==> src/rtl/mac_accumulator.sv <==
// Accumulates N_TERMS signed Q1.15 products plus a Q1.7 bias, then rounds and
// saturates the sum to one Q1.7 word presented on a valid/ready output.
module mac_accumulator #(
    parameter int N_TERMS = 4,
    parameter int ACC_W   = 24
) (
    input  logic        clk,
    input  logic        rst,
    input  logic        in_valid,
    output logic        in_ready,
    input  logic [15:0] product,
    input  logic [7:0]  bias,
    output logic        out_valid,
    input  logic        out_ready,
    output logic [7:0]  out_data,
    output logic        out_sat
);

    localparam logic [0:0] ST_ACCUM = 1'b0;
    localparam logic [0:0] ST_HOLD  = 1'b1;
    localparam logic [7:0] LAST_CNT = 8'(N_TERMS - 1);

    localparam logic signed [ACC_W:0] RND   = 128;
    localparam logic signed [ACC_W:0] R_MAX = 127;
    localparam logic signed [ACC_W:0] R_MIN = -128;

    logic [0:0]              state_reg;
    logic [7:0]              cnt_reg;
    logic signed [ACC_W-1:0] acc_reg;
    logic signed [ACC_W-1:0] acc_next;
    logic signed [ACC_W-1:0] acc_base;
    logic signed [ACC_W-1:0] product_ext;
    logic signed [ACC_W-1:0] bias_ext;
    logic signed [ACC_W:0]   sum_wide;
    logic signed [ACC_W:0]   rnd_wide;
    logic [7:0]              data_next;
    logic                    sat_next;
    logic                    out_valid_reg;
    logic [7:0]              out_data_reg;
    logic                    out_sat_reg;
    logic                    take;

    // in_ready depends only on state (and reset), never on in_valid.
    assign in_ready  = !rst && (state_reg == ST_ACCUM);
    assign take      = in_valid && in_ready;
    assign out_valid = out_valid_reg;
    assign out_data  = out_data_reg;
    assign out_sat   = out_sat_reg;

    assign product_ext = {{(ACC_W-16){product[15]}}, product};
    assign bias_ext    = {{(ACC_W-16){bias[7]}}, bias, 8'h00};

    // The first term of a result starts from the bias instead of the old sum,
    // which also covers N_TERMS==1 (bias + product finalizes directly).
    always_comb begin
        acc_base = (cnt_reg == 8'd0) ? bias_ext : acc_reg;
        acc_next = acc_base + product_ext;
        sum_wide = {acc_next[ACC_W-1], acc_next};
        rnd_wide = (sum_wide + RND) >>> 8;
        data_next = rnd_wide[7:0];
        sat_next  = 1'b0;
        if (rnd_wide > R_MAX) begin
            data_next = 8'h7F;
            sat_next  = 1'b1;
        end else if (rnd_wide < R_MIN) begin
            data_next = 8'h80;
            sat_next  = 1'b1;
        end
    end

    always_ff @(posedge clk) begin
        if (rst) begin
            state_reg     <= ST_ACCUM;
            cnt_reg       <= 8'd0;
            acc_reg       <= '0;
            out_valid_reg <= 1'b0;
            out_data_reg  <= 8'h00;
            out_sat_reg   <= 1'b0;
        end else begin
            case (state_reg)
                ST_ACCUM: begin
                    if (take) begin
                        acc_reg <= acc_next;
                        if (cnt_reg == LAST_CNT) begin
                            cnt_reg       <= 8'd0;
                            out_data_reg  <= data_next;
                            out_sat_reg   <= sat_next;
                            out_valid_reg <= 1'b1;
                            state_reg     <= ST_HOLD;
                        end else begin
                            cnt_reg <= cnt_reg + 8'd1;
                        end
                    end
                end
                ST_HOLD: begin
                    // Result is held stable; out_data/out_sat keep their value after the transfer.
                    if (out_ready) begin
                        out_valid_reg <= 1'b0;
                        state_reg     <= ST_ACCUM;
                    end
                end
                default: state_reg <= ST_ACCUM;
            endcase
        end
    end

endmodule

==> config.mk <==
export PLATFORM = sky130hd
export DESIGN_NAME = mac_accumulator
export DESIGN_NICKNAME = d
export VERILOG_FILES = /design/src/rtl/mac_accumulator.sv
export SDC_FILE = /design/constraint.sdc
export NUM_CORES = 1
export LEC_CHECK = 0
export BUFFER_PORTS_ARGS = -buffer_cell sky130_fd_sc_hd__buf_4
export CAP_MARGIN = 20
export CORE_ASPECT_RATIO = 2
export CORE_MARGIN = 4
export CORE_UTILIZATION = 45
export DETAILED_ROUTE_END_ITERATION = 10
export PLACE_DENSITY_LB_ADDON = 0.3
export SLEW_MARGIN = 25
export SYNTH_ARGS = -nofsm -noshare
export SYNTH_HDL_FRONTEND = slang
export SYNTH_SLANG_ARGS = --single-unit
==> constraint.sdc <==
create_clock -name clk -period 5 [get_ports clk]
set_input_delay 1 -clock clk [delete_from_list [all_inputs] [get_ports clk]]
set_output_delay 1 -clock clk [all_outputs]
set_load 0.01 [all_outputs]
# == Yosys cells after proc, flatten, opt, wreduce, memory -nomap -nowiden ==
# Index checks and enable logic that the tools add are counted.
# word_totals
input_bits,28
elab_cells,37
reg_bits,43
output_inout_bits,11
# classes
n_eq_ne,4
bitwise_logic,1
n_addsub,3
n_mux,14
order_cmp,2
n_reduce_logical,7
# op_table
cell,n
"24-bit by 9-bit adder with 25-bit output, second input constant",1
24-bit by 16-bit adder with 24-bit output,1
24-bit 2-to-1 mux,1
8-bit 2-to-1 mux,3
"17-bit by 8-bit > comparator with 1-bit output, second input constant",1
"17-bit by 8-bit < comparator with 1-bit output, second input constant",1
"8-bit by 1-bit adder with 8-bit output, second input constant",1
"8-bit by 2-bit == test with 1-bit output, second input constant",1
8-bit zero test,1
1-bit 2-to-1 mux,8
3-bit AND reduction,2
"2-bit inequality test, second input constant",2
1-bit case mux with 2 select lines,2
1-bit logical AND,2
"2-bit by 1-bit inequality test with 1-bit output, second input constant",1
2-bit AND reduction,1
1-bit zero test,1
1-bit inverter,1

# == Depth between registers and ports, before layout ==
# logic_depth
depth_word,7
ltp_mapped,20
mapped_depth_nobuf,19

# == Worst setup path before layout ==
# OpenSTA, ideal clock, no wires.
# synth_timing
kind,register to register
startpoint,register cnt_reg[4]
endpoint,"register out_data_reg[0], in the netlist out_data[0]"
t_arrival_ps,4675
n_path_buf,1
stages_incl_launch_ff,18
path_slack_ps,233
required_ps,4908
setup_ps,92
period_less_slack_ps,4767
cell_sequence,dfxtp_1 > or4_1 > nor3_1 > nand2_1 > clkbuf_1 > and2_1 > ha_1 > and2_1 > a221o_1 > o21a_1 > o41a_1 > xor2_1 > nand3_1 > nor4_2 > mux2i_1 > a21oi_1 > o21a_2 > o32ai_1
# synth_via
elab_chain_len,7
# synth_lines
item,line_no,rtl
from (decl),28,logic [7:0] cnt_reg;
from (signal assigned),91,cnt_reg <= cnt_reg + 8'd1;
8-bit zero test,56,acc_base = (cnt_reg == 8'd0) ? bias_ext : acc_reg;
24-bit 2-to-1 mux,56,
24-bit by 16-bit adder with 24-bit output,57,acc_next = acc_base + product_ext;
24-bit by 9-bit adder with 25-bit output,59,rnd_wide = (sum_wide + RND) >>> 8;
17-bit by 8-bit < comparator with 1-bit output,65,end else if (rnd_wide < R_MIN) begin
8-bit 2-to-1 mux,65,
8-bit 2-to-1 mux,62,if (rnd_wide > R_MAX) begin
to (signal assigned),86,out_data_reg <= data_next;
to (decl),39,logic [7:0] out_data_reg;
# Parallel ways exist; a longest one is shown, timed or not.
# A chain may end at the register's enable or synchronous reset.

# == Worst setup path after layout ==
# layout_timing
startpoint,register cnt_reg[4]
endpoint,"register out_data_reg[6], in the netlist out_data[6]"
# The elaborated chain is that of the path after synthesis.

==> flow_metrics.py <==
metrics = {
    "run_status": {
        "status": "finished clean",
    },
    "place": {
        "dp_cells": 618,
        "io_buffers": 38,
        "hpwl_microns": 8530,
        "gp_congestion": 0.924,
    },
    "cells_and_area": {
        "regArea_sq_um": 861,
        "fillerInstances": 781,
        "fin_cells": 628,
        "final_common_cell": "buf_4",
        "nets": 584,
        "final_util_pct": 55.6,
        "multi_input_comb_area_sq_um": 2880,
        "drive_gt1_share_pct": 22.3,
        "diodes": 0,
        "largest_reg_flops": 24,
        "layout_common_cells": "buf_4, nand2_1, dfxtp_1",
        "synthToLayoutAreaGrowth_pct": 21.3,
    },
    "timing": {
        "worst_pin_slew_ns": 0.638,
        "finClkSkew_ns": 0.00482,
        "maxSlewViolCount": 0,
        "finalSetupViolations": 0,
        "fin_tns_setup_ns": 0,
        "min_period_over_period_pct": 97.1,
        "min_period_ns": 4.85,
        "max_freq_mhz": 206,
        "hold_viol": 0,
        "slew_headroom_pct": 57.3,
    },
    "clock_tree": {
        "clock_path_buffers": 2,
        "cts_made_buffers": 5,
        "cts_tree": "yes",
        "ctsHoldBuffers": 0,
        "clkLatencyLatePin_ns": 0.29,
        "clockRootBuffer": "clkbuf_16",
        "clock-sinks": 43,
        "h-tree-depth": 2,
        "clk_pin_slew_ns": 0.07,
    },
    "route": {
        "ant_nets": 0,
        "wirelength_microns": 10900,
        "vias_per_cell": 5.98,
        "dr.pass1.iters": 4,
        "wire_per_inst_microns": 17.4,
        "via_count": 3758,
        "drc": 0,
        "first_iter_violations": 177,
    },
    "logic_synthesis": {
        "ys.warnings.count": 0,
        "synth.distinct_cells": 63,
        "synth_edf_count": 0,
        "syn_nets": 534,
        "synth_area_sq_um": 3780,
        "synth_ff_type": "dfxtp_1",
        "synth-seq-cells": 43,
        "netlist_instances": 479,
        "avgSynthCellArea_sq_um": 7.88,
        "async_reset_ff_share_pct": 0,
        "ys_seq_area_share_pct": 22.8,
    },
    "global_route": {
        "grt_pass1_wl_microns": 17300,
        "grtUsageMet2_pct": 42.1,
        "top_usage_layer": "met2",
        "use_met1_pct": 21.8,
        "grt_util_all_layers_pct": 21.8,
        "gr-usage-met3_pct": 1.90,
        "overflow": 0,
        "grt_max_degree": 39,
        "grt_pass1_vias": 3786,
        "antenna_found_initial": 0,
    },
    "worst_setup_path": {
        "worst-endpoint-arrival_ns": 5.04,
        "critical_path.top_delay_family": "simple AND/OR/NAND/NOR gates",
        "cp.required_ns": 5.19,
        "crit_path_top_delay_cell": "or4_1",
        "crit_chain": "or4_1, nor3_4, nand2_2, and2_1, ha_1, and2_1, a221o_1, or2_1, a221o_1, nor4_4, nand4_1, nor4_2, buf_4, mux2i_1, a21oi_1, o21a_2, o32ai_1",
        "worstPathBufferInverterCount": 1,
        "crit_type": "reg -> reg",
        "slowest_delay_ns": 0.59,
        "cp-end-kind": "register",
        "cp-start-kind": "register",
        "path_max_fanout": 8,
    },
    "floorplanning": {
        "die-height_microns": 138,
        "die_area_sq_um": 10000,
        "rows": 47,
        "ios": 39,
        "initial_core_util_pct": 45.9,
        "core_sq_um": 8230,
        "die_w_microns": 72.8,
    },
    "power": {
        "irDropWorstVdd_uv": 156,
        "powerDensity_nw_per_um2": 343,
        "p_leak_nw": 2.02,
    },
    "hold_path": {
        "hold_path.class": "reg -> reg",
    },
    "flow_run": {
        "cap_violations": 0,
    },
}
[Yosys cell counts, drive strengths merged, types with 10 or more instances]
library cell | instances | share of area (%)
a21o | 16 | 3.2
a21oi | 32 | 4.2
and2 | 14 | 2.3
and3 | 10 | 1.7
clkbuf | 18 | 1.8
dfxtp | 43 | 23
ha | 26 | 8.6
nand2 | 53 | 5.5
nand2b | 13 | 2.2
nand3b | 21 | 4.2
nor2 | 34 | 3.4
nor3 | 11 | 1.5
o21ai | 32 | 4.2
xnor2 | 16 | 3.7
xor2 | 16 | 3.7
[logic make-up (layout without fill, tap and decap cells)]
family                     count (synthesis)  after routing  share of synthesized area [%]
buffers and inverters                     33             84                           3.71
muxes                                     10             10                           3.02
DFF                                       43             43                           22.8
and+or+nand+nor                          197            197                           29.2
adders and majority gates                 27             27                           9.15
xor gates and xnor gates                  32             32                           7.42
AOI/OAI and AO/OA                        137            137                           24.8
[per-layer routing]
metal / share of wire (%) / wire length [microns]
met4: 4.7 / 511
met3: 2.9 / 312
met1: 37 / 4050
met5: 0 / 0
met2: 55 / 6020
[worst reg2reg max path: stages, from the launching register on]
cell and delay (ns):
dfxtp_1 0.34, or4_1 0.59, nor3_4 0.18, nand2_2 0.13, and2_1 0.18, ha_1 0.32
and2_1 0.19, a221o_1 0.42, or2_1 0.29, a221o_1 0.46, nor4_4 0.25, nand4_1 0.22
nor4_2 0.19, buf_4 0.17, mux2i_1 0.20, a21oi_1 0.06, o21a_2 0.28, o32ai_1 0.29
[timing repair]
action,in CTS,in global routing
pin swaps,0,2
setup endpoints to repair,8,9
hold endpoints to repair,0,0
setup buffers,0,2
resized for setup,4,20
[final cells by class]
class / instances / share of cell area, %
Multi-Input combinational cell: 403 / 62.9
Clock inverter: 3 / 1.04
Sequential cell: 43 / 18.8
Tap cell: 98 / 2.68
Timing Repair Buffer: 68 / 11.2
Inverter: 8 / 0.656
Clock buffer: 5 / 2.73
[stage by stage]
step / hold WS (ns) / cell area, sq um / power, mW / setup slack [ns]
final: 0.468 / 4580 / 1.57 / 0.147
after global routing: 0.504 / 4580 / 1.66 / -0.0372
after CTS: 0.476 / 4470 / 1.55 / 0.0150
after detailed placement: 0.461 / 4290 / 1.15 / -0.108
after global placement: 0.452 / 4280 / 1.14 / 0.00709
after floorplan: 0.445 / 3780 / 0.912 / 0.233
[worst paths after layout]
| check | startpoint | slack (ns) | cells past startpoint | end |
|---|---|---|---|---|
| max | cnt_reg[4]$_SDFFE_PP0P_ | 0.15 | 17 | out_data[6]$_SDFFE_PP0P_ |
| min | out_data[7]$_SDFFE_PP0P_ | 0.47 | 1 | out_data[7]$_SDFFE_PP0P_ |
| min reg2reg | out_data[7]$_SDFFE_PP0P_ | 0.47 | 1 | out_data[7]$_SDFFE_PP0P_ |
| max reg2reg | cnt_reg[4]$_SDFFE_PP0P_ | 0.15 | 17 | out_data[6]$_SDFFE_PP0P_ |
[report_power, final]
| group | total (mW) | internal (mW) | switching [mW] |
|---|---|---|---|
| Combinational | 0.786 | 0.337 | 0.450 |
| Sequential | 0.400 | 0.378 | 0.0220 |
| Clock | 0.386 | 0.238 | 0.148 |
| Total | 1.57 | 0.954 | 0.619 |
No activity file was read; power rests on OpenSTA's default activity.
